[src/rtl/rd_engine_sequencer.sv]
// Sequencer ahead of the AXI read master: latches a host read job, launches it once per loop,
// and reports completion, error, timeout, abort and cycle-count status.
module rd_engine_sequencer #(
  parameter int LOOP_WIDTH = 16,
  parameter int CYC_WIDTH  = 48
) (
  input  logic                  clk,
  input  logic                  resetn,
  input  logic                  cfg_start,
  input  logic                  cfg_abort,
  input  logic [63:0]           cfg_source_address,
  input  logic [31:0]           cfg_rd_pattern,
  input  logic [31:0]           cfg_rd_number,
  input  logic [31:0]           cfg_rd_init_data,
  input  logic                  cfg_wrap_mode,
  input  logic [3:0]            cfg_wrap_len,
  input  logic                  cfg_addr_incr,
  input  logic [LOOP_WIDTH-1:0] cfg_loop_count,
  input  logic [31:0]           cfg_timeout,
  output logic                  engine_start_pulse,
  output logic [63:0]           source_address,
  output logic [31:0]           rd_pattern,
  output logic [31:0]           rd_number,
  output logic [31:0]           rd_init_data,
  output logic                  wrap_mode,
  output logic [3:0]            wrap_len,
  input  logic                  rd_done_pulse,
  input  logic [1:0]            rd_error,
  input  logic [63:0]           rd_error_info,
  output logic                  busy,
  output logic                  done,
  output logic [1:0]            status_error,
  output logic [63:0]           status_error_info,
  output logic                  timeout_flag,
  output logic                  abort_flag,
  output logic [LOOP_WIDTH-1:0] loops_done,
  output logic [31:0]           last_run_cycles,
  output logic [CYC_WIDTH-1:0]  total_cycles
);

  localparam logic [1:0] ST_IDLE   = 2'd0;
  localparam logic [1:0] ST_LAUNCH = 2'd1;
  localparam logic [1:0] ST_RUN    = 2'd2;
  localparam logic [1:0] ST_GAP    = 2'd3;

  logic [1:0]            state_q, state_d;
  logic [63:0]           addr_q, addr_d;
  logic [31:0]           pattern_q, pattern_d;
  logic [31:0]           number_q, number_d;
  logic [31:0]           init_data_q, init_data_d;
  logic                  wrap_mode_q, wrap_mode_d;
  logic [3:0]            wrap_len_q, wrap_len_d;
  logic                  addr_incr_q, addr_incr_d;
  logic [LOOP_WIDTH-1:0] loop_limit_q, loop_limit_d;
  logic [31:0]           timeout_q, timeout_d;
  logic [31:0]           run_cnt_q, run_cnt_d;
  logic                  busy_q, busy_d;
  logic                  done_q, done_d;
  logic [1:0]            serr_q, serr_d;
  logic [63:0]           sinfo_q, sinfo_d;
  logic                  tflag_q, tflag_d;
  logic                  aflag_q, aflag_d;
  logic [LOOP_WIDTH-1:0] loops_q, loops_d;
  logic [31:0]           last_run_q, last_run_d;
  logic [CYC_WIDTH-1:0]  total_q, total_d;

  logic [31:0]           run_cnt_inc_s;
  logic [LOOP_WIDTH-1:0] loops_inc_s;
  logic [63:0]           addr_step_s;
  logic [CYC_WIDTH-1:0]  total_inc_s;

  assign run_cnt_inc_s = run_cnt_q + 32'd1;
  assign loops_inc_s   = loops_q + {{(LOOP_WIDTH-1){1'b0}}, 1'b1};
  // Per-loop address advance: bursts * beats << size, kept to 64 bits.
  assign addr_step_s   = ({32'd0, number_q} * ({56'd0, pattern_q[15:8]} + 64'd1)) << pattern_q[2:0];
  assign total_inc_s   = (total_q == {CYC_WIDTH{1'b1}}) ? total_q
                                                        : total_q + {{(CYC_WIDTH-1){1'b0}}, 1'b1};

  // Next-state and status update for the job sequencer.
  always_comb begin
    state_d      = state_q;
    addr_d       = addr_q;
    pattern_d    = pattern_q;
    number_d     = number_q;
    init_data_d  = init_data_q;
    wrap_mode_d  = wrap_mode_q;
    wrap_len_d   = wrap_len_q;
    addr_incr_d  = addr_incr_q;
    loop_limit_d = loop_limit_q;
    timeout_d    = timeout_q;
    run_cnt_d    = run_cnt_q;
    busy_d       = busy_q;
    done_d       = done_q;
    serr_d       = serr_q;
    sinfo_d      = sinfo_q;
    tflag_d      = tflag_q;
    aflag_d      = aflag_q;
    loops_d      = loops_q;
    last_run_d   = last_run_q;
    total_d      = total_q;
    case (state_q)
      ST_IDLE: begin
        if (cfg_start && (cfg_rd_number != 32'd0)) begin
          addr_d       = cfg_source_address;
          pattern_d    = cfg_rd_pattern;
          number_d     = cfg_rd_number;
          init_data_d  = cfg_rd_init_data;
          wrap_mode_d  = cfg_wrap_mode;
          wrap_len_d   = cfg_wrap_len;
          addr_incr_d  = cfg_addr_incr;
          loop_limit_d = (cfg_loop_count == {LOOP_WIDTH{1'b0}}) ? {{(LOOP_WIDTH-1){1'b0}}, 1'b1}
                                                                 : cfg_loop_count;
          timeout_d    = cfg_timeout;
          busy_d       = 1'b1;
          done_d       = 1'b0;
          serr_d       = 2'b00;
          sinfo_d      = 64'd0;
          tflag_d      = 1'b0;
          aflag_d      = 1'b0;
          loops_d      = {LOOP_WIDTH{1'b0}};
          last_run_d   = 32'd0;
          total_d      = {CYC_WIDTH{1'b0}};
          state_d      = ST_LAUNCH;
        end else if (cfg_start) begin
          done_d = 1'b1;
        end else begin
          state_d = ST_IDLE;
        end
      end
      ST_LAUNCH: begin
        total_d = total_inc_s;
        if (cfg_abort) begin
          aflag_d = 1'b1;
          done_d  = 1'b1;
          busy_d  = 1'b0;
          state_d = ST_IDLE;
        end else begin
          run_cnt_d = 32'd0;
          state_d   = ST_RUN;
        end
      end
      ST_RUN: begin
        total_d   = total_inc_s;
        run_cnt_d = run_cnt_inc_s;
        // Completion outranks abort, which outranks timeout.
        if (rd_done_pulse) begin
          last_run_d = run_cnt_inc_s;
          loops_d    = loops_inc_s;
          serr_d     = serr_q | rd_error;
          if ((rd_error != 2'b00) && (serr_q == 2'b00)) begin
            sinfo_d = rd_error_info;
          end else begin
            sinfo_d = sinfo_q;
          end
          if ((rd_error != 2'b00) || (loops_inc_s == loop_limit_q)) begin
            busy_d  = 1'b0;
            done_d  = 1'b1;
            state_d = ST_IDLE;
          end else begin
            state_d = ST_GAP;
          end
        end else if (cfg_abort) begin
          aflag_d = 1'b1;
          done_d  = 1'b1;
          busy_d  = 1'b0;
          state_d = ST_IDLE;
        end else if ((timeout_q != 32'd0) && (run_cnt_inc_s == timeout_q)) begin
          tflag_d = 1'b1;
          done_d  = 1'b1;
          busy_d  = 1'b0;
          state_d = ST_IDLE;
        end else begin
          state_d = ST_RUN;
        end
      end
      ST_GAP: begin
        total_d = total_inc_s;
        if (cfg_abort) begin
          aflag_d = 1'b1;
          done_d  = 1'b1;
          busy_d  = 1'b0;
          state_d = ST_IDLE;
        end else begin
          if (addr_incr_q) begin
            addr_d = addr_q + addr_step_s;
          end else begin
            addr_d = addr_q;
          end
          state_d = ST_LAUNCH;
        end
      end
      default: begin
        state_d = ST_IDLE;
      end
    endcase
  end

  // State and status registers.
  always_ff @(posedge clk or negedge resetn) begin
    if (!resetn) begin
      state_q      <= ST_IDLE;
      addr_q       <= 64'd0;
      pattern_q    <= 32'd0;
      number_q     <= 32'd0;
      init_data_q  <= 32'd0;
      wrap_mode_q  <= 1'b0;
      wrap_len_q   <= 4'd0;
      addr_incr_q  <= 1'b0;
      loop_limit_q <= {LOOP_WIDTH{1'b0}};
      timeout_q    <= 32'd0;
      run_cnt_q    <= 32'd0;
      busy_q       <= 1'b0;
      done_q       <= 1'b0;
      serr_q       <= 2'b00;
      sinfo_q      <= 64'd0;
      tflag_q      <= 1'b0;
      aflag_q      <= 1'b0;
      loops_q      <= {LOOP_WIDTH{1'b0}};
      last_run_q   <= 32'd0;
      total_q      <= {CYC_WIDTH{1'b0}};
    end else begin
      state_q      <= state_d;
      addr_q       <= addr_d;
      pattern_q    <= pattern_d;
      number_q     <= number_d;
      init_data_q  <= init_data_d;
      wrap_mode_q  <= wrap_mode_d;
      wrap_len_q   <= wrap_len_d;
      addr_incr_q  <= addr_incr_d;
      loop_limit_q <= loop_limit_d;
      timeout_q    <= timeout_d;
      run_cnt_q    <= run_cnt_d;
      busy_q       <= busy_d;
      done_q       <= done_d;
      serr_q       <= serr_d;
      sinfo_q      <= sinfo_d;
      tflag_q      <= tflag_d;
      aflag_q      <= aflag_d;
      loops_q      <= loops_d;
      last_run_q   <= last_run_d;
      total_q      <= total_d;
    end
  end

  assign engine_start_pulse = (state_q == ST_LAUNCH);
  assign source_address     = addr_q;
  assign rd_pattern         = pattern_q;
  assign rd_number          = number_q;
  assign rd_init_data       = init_data_q;
  assign wrap_mode          = wrap_mode_q;
  assign wrap_len           = wrap_len_q;
  assign busy               = busy_q;
  assign done               = done_q;
  assign status_error       = serr_q;
  assign status_error_info  = sinfo_q;
  assign timeout_flag       = tflag_q;
  assign abort_flag         = aflag_q;
  assign loops_done         = loops_q;
  assign last_run_cycles    = last_run_q;
  assign total_cycles       = total_q;

endmodule

[config.mk]
export PLATFORM = sky130hd
export DESIGN_NAME = rd_engine_sequencer
export DESIGN_NICKNAME = d
export VERILOG_FILES = /design/src/rtl/rd_engine_sequencer.sv
export SDC_FILE = /design/constraint.sdc
export NUM_CORES = 2
export LEC_CHECK = 0
export BUFFER_PORTS_ARGS = -buffer_cell sky130_fd_sc_hd__buf_2
export CAP_MARGIN = 0
export CORE_MARGIN = 3
export CORE_UTILIZATION = 35
export CTS_BUF_LIST = sky130_fd_sc_hd__clkbuf_4 sky130_fd_sc_hd__clkbuf_8
export DETAILED_ROUTE_END_ITERATION = 7
export PLACE_DENSITY = 0.64
export SLEW_MARGIN = 15
export SYNTH_ARGS = -nofsm -noshare
export SYNTH_HDL_FRONTEND = slang
export SYNTH_SLANG_ARGS = --single-unit
[constraint.sdc]
create_clock -name clk -period 23.2 [get_ports clk]
set_input_delay 2.32 -clock clk [delete_from_list [all_inputs] [get_ports clk]]
set_output_delay 2.32 -clock clk [all_outputs]
set_load 0.05 [all_outputs]
==> metrics.sh <==
STATUS='completed'
FRACTION_OF_THE_YOSYS_AREA_TAKEN_BY_SEQUENTIAL_CELLS_PCT=31.5
SETUP.WORST_PATH.START_CLASS='register'
PATH_COMMON_CELL='sky130_fd_sc_hd__fa_1'
INSERTED_CLOCK_BUFFERS=79
SYNTHESIS.YOSYS.WARNINGS=0
MULTI_INPUT_COMB_AREA_UM2=20700
CAP_VIOL_MAX_COUNT=0
COUNT_OF_FLIP_FLOPS_WITH_A_BUILT_IN_ENABLE_AFTER_SYNTHESIS=0
REGAREA_UM2=10400
CTS_HOLD_REPAIR.BUFFERS=0
CRIT_FANOUT=37
CRIT_PATH_TOP_DELAY_CELL='sky130_fd_sc_hd__dfrtp_1'
ROUTE.ANTENNA.REMAINING_NETS=0
TIMING.CRITICAL_PATH.REQUIRED_NS=23.78
YS_FF_LATCH=414
CLOCK_LATENCY_OF_THE_LATER_CLOCKED_REGISTER_IN_THE_WORST_SKEW_PAIR_NS=0.72
ADDER_CELL_SHARE_OF_THE_SYNTHESIZED_AREA_PCT=17.3
TRACK_USAGE_PCT=22.7
DIE_HEIGHT_UM=313
GRT_MAX_DEGREE=166
CRITPATHARRIVALTIME_NS=11.85
RSZ0062_AT_GRT='no'
SYNTH_TOP_FAMILY_BY_AREA='simple AND/OR/NAND/NOR gates'
CLOCK_TREE.ROOT_CELL='sky130_fd_sc_hd__clkbuf_8'
PLACEMENTROWS=111
TOTALNEGATIVESETUPSLACK_NS=0
ROUTABILITYCONGESTION=0.919
FLOORPLAN.DIE.WIDTH_UM=313
CTS.CLK_SLEW.WORST_PATHS_NS=0.06
FINAL_NETS=5083
TIMING.SETUP.CRITICAL_PATH_CLASS='reg -> reg'
DESIGN.PORTCOUNT=617
DRT_ITER0_MARKERS=2232
DRC_VIOLATION_COUNT_AFTER_ROUTING=0
KIND_OF_END_POINT_OF_THE_CRITICAL_PATH='register'
TIGHTESTPINTRANSITION_NS=1.07
POST-CTS-SETUP-BUFFERS=0
CTS.REPAIR.RESIZED=0
DESIGN.DIE.AREA_UM2=97800
FINAL_PERIOD_MINUS_WORST_SETUP_SLACK_NS=11.27
SYNTH.NET_COUNT=4598
CTS_TREE='done'
DP.FINAL_HPWL_MM=86.5
SYNTH_MUX_AREA_SHARE_PCT=2.68
HTREEDEPTH=3
START_UTIL_PCT=35.6
GRT_PASS1_VIAS=30273
CLOCK_TREE.BUFFER_DEPTH=3
DOMINANTREGCELLSYNTH='sky130_fd_sc_hd__dfrtp_1'
GRT_OVERFLOW=0
WORSTHOLDPATHTYPE='reg -> reg'
SYNTH_XOR_XNOR_AREA_SHARE_PCT=5.16
WL_MM=112
CTS.SINKS=414
AVGSYNTHCELLAREA_UM2=8.26
FINCLKSKEW_NS=0.0472
POST_SYNTH_INSTANCE_AREA_UM2=32900
DR.PASS1.ITERS=6
GRT_ANTENNA_BEFORE_REPAIR=8
TIMING_MAX_TRANSITION_VIOLATIONS_FINAL=0
YOSYS.AREA_SHARE.SIMPLE_PCT=24.8
YOSYS.CELL_TYPES.COUNT=81
ROUTE.VIAS.TOTAL=30035
YS_ASYNC_SR_FRACTION_PCT=100
SETUP_VIOLATIONS=0
IO_BUFFERS=616
FINAL_WORST_PATH_PERIOD_SHARE_PCT=48.6
REG2REG_SLACK_NS=11.93
POST_DRT_VIA_CELL_RATIO=5.20
FILLERS=9448
TIMING.FMAX_GHz=0.0888
WIRE_LENGTH_OF_THE_FIRST_GLOBAL_ROUTING_PASS_MM=177
SYNTH_COMPOUND_AREA_SHARE_PCT=12.5
MAX_SLEW_MARGIN_PCT=28.5
HOLD_VIOL=0
SYN_INST=3984
SYN2LAYOUT_AREA_GROWTH_PCT=17.8
FP.COREAREA_UM2=92500
MAX_STAGE_DELAY_NS=1.04
AVGROUTEDWIREPERCELL_UM=19.5
FINAL_LAYOUT_SIZE_SUFFIX_GT1_SHARE_PCT=18.7
-- critical path: cells and delay by family (launching register included) --
kind / cells / cell delay [ns]
AO/OA/AOI/OAI: 12 / 3.50
XOR/XNOR: 1 / 0.16
adder cells (fa/ha/maj): 7 / 3.19
buffers and inverters: 3 / 0.16
flip-flops: 1 / 1.04
multiplexers: 2 / 0.31
AND/OR/NAND/NOR: 9 / 2.76
-- synth_stat cells (55+ instances only) --
library cell	n	area share, %
sky130_fd_sc_hd__fa_1	212	13
sky130_fd_sc_hd__and2_1	104	2.0
sky130_fd_sc_hd__dfrtp_1	414	31
sky130_fd_sc_hd__ha_1	117	4.4
sky130_fd_sc_hd__inv_1	281	3.2
sky130_fd_sc_hd__mux2i_1	60	1.8
sky130_fd_sc_hd__o21ai_0	195	3.0
sky130_fd_sc_hd__clkbuf_1	207	2.4
sky130_fd_sc_hd__nand2_1	899	10
sky130_fd_sc_hd__xor2_1	80	2.1
sky130_fd_sc_hd__xnor2_1	114	3.0
sky130_fd_sc_hd__nor2_1	219	2.5
sky130_fd_sc_hd__nor2b_1	104	2.0
sky130_fd_sc_hd__nand3_1	148	2.3
sky130_fd_sc_hd__nand2b_1	55	1.0
sky130_fd_sc_hd__a21oi_1	206	3.1
-- per-stage QoR --
stage               hold slack (ns)  std cells  instance area, µm²  worst slack [ns]  util, %
floorplan                     0.461       3984               32900             14.19        -
global placement              0.444       5631               37000             12.34     40.0
detailed placement            0.450       5631               37000             12.07     40.0
CTS                           0.463       5768               38700             12.07     41.9
global route                  0.477       5773               38800             10.95     41.9
finish                        0.456       5774               38800             11.93     41.9
-- logic make-up after synthesis --
kind of cell,count (synthesis)
AOI/OAI and AO/OA,668
xor gates and xnor gates,194
adders and majority gates,329
buffers and inverters,527
DFF,414
muxes,81
and+or+nand+nor,1771
-- flip-flops by register name, indices dropped and copies added (netlist names), 32 cells and up --
name               count
rd_init_data          32
rd_pattern            32
timeout_q             32
total_cycles          48
status_error_info     64
last_run_cycles       32
rd_number             32
run_cnt_q             32
source_address        64
-- cells in the final DEF, fill, tap and decap left out, drive strengths merged, types with 7 or more instances in the layout --
| cell type | n |
|---|---|
| a21oi | 206 |
| nand2 | 899 |
| o211ai | 15 |
| clkinv | 7 |
| nor2b | 104 |
| xor2 | 80 |
| and4 | 13 |
| xnor2 | 114 |
| a21boi | 11 |
| and2 | 107 |
| nor3b | 9 |
| fa | 212 |
| o22ai | 14 |
| or3 | 21 |
| nor4 | 37 |
| a21o | 49 |
| clkbuf | 119 |
| a31oi | 13 |
| dfrtp | 414 |
| inv | 285 |
| o31ai | 42 |
| nand3 | 149 |
| nand4 | 49 |
| o21ai | 196 |
| ha | 117 |
| nor2 | 220 |
| o21bai | 20 |
| nor3 | 46 |
| mux2 | 17 |
| and3 | 50 |
| buf | 649 |
| o21a | 8 |
| nand2b | 55 |
| a211oi | 24 |
| mux2i | 60 |
-- final timing paths --
path                       depth (start not counted)                                end                               from
min in group asynchronous                          1  status_error_info[17]$_DFFE_PN0P_                             resetn
min                                                2  status_error_info[33]$_DFFE_PN0P_  status_error_info[33]$_DFFE_PN0P_
max reg2reg                                       34     source_address[56]$_DFFE_PN0P_          rd_pattern[8]$_DFFE_PN0P_
max in group asynchronous                          3           rd_number[2]$_DFFE_PN0P_                             resetn
max                                               34     source_address[56]$_DFFE_PN0P_          rd_pattern[8]$_DFFE_PN0P_
min reg2reg                                        2  status_error_info[33]$_DFFE_PN0P_  status_error_info[33]$_DFFE_PN0P_
-- area by class of cell --
class | instances | area share (%)
clock buffers | 119 | 3.85
flip-flops and latches | 414 | 26.7
repair buffers | 649 | 8.65
diodes | 6 | 0.0387
multi-input cells | 3043 | 53.3
clock inverters | 18 | 0.678
inverters | 282 | 2.73
well taps | 1243 | 4.01
-- layer usage --
metal | vias to the layer above | routed length [µm] | track usage [%]
met1 | 14773 | 47100 | 29.1
met5 | - | 14 | 0
met3 | 196 | 5750 | 3.48
met4 | 4 | 4010 | 7.94
li1 | 14160 | - | -
met2 | 902 | 55600 | 39.0
Power is left out: the tool's default activity adds up to more than one toggle a clock period on the data nets, which glitch-free logic cannot reach.
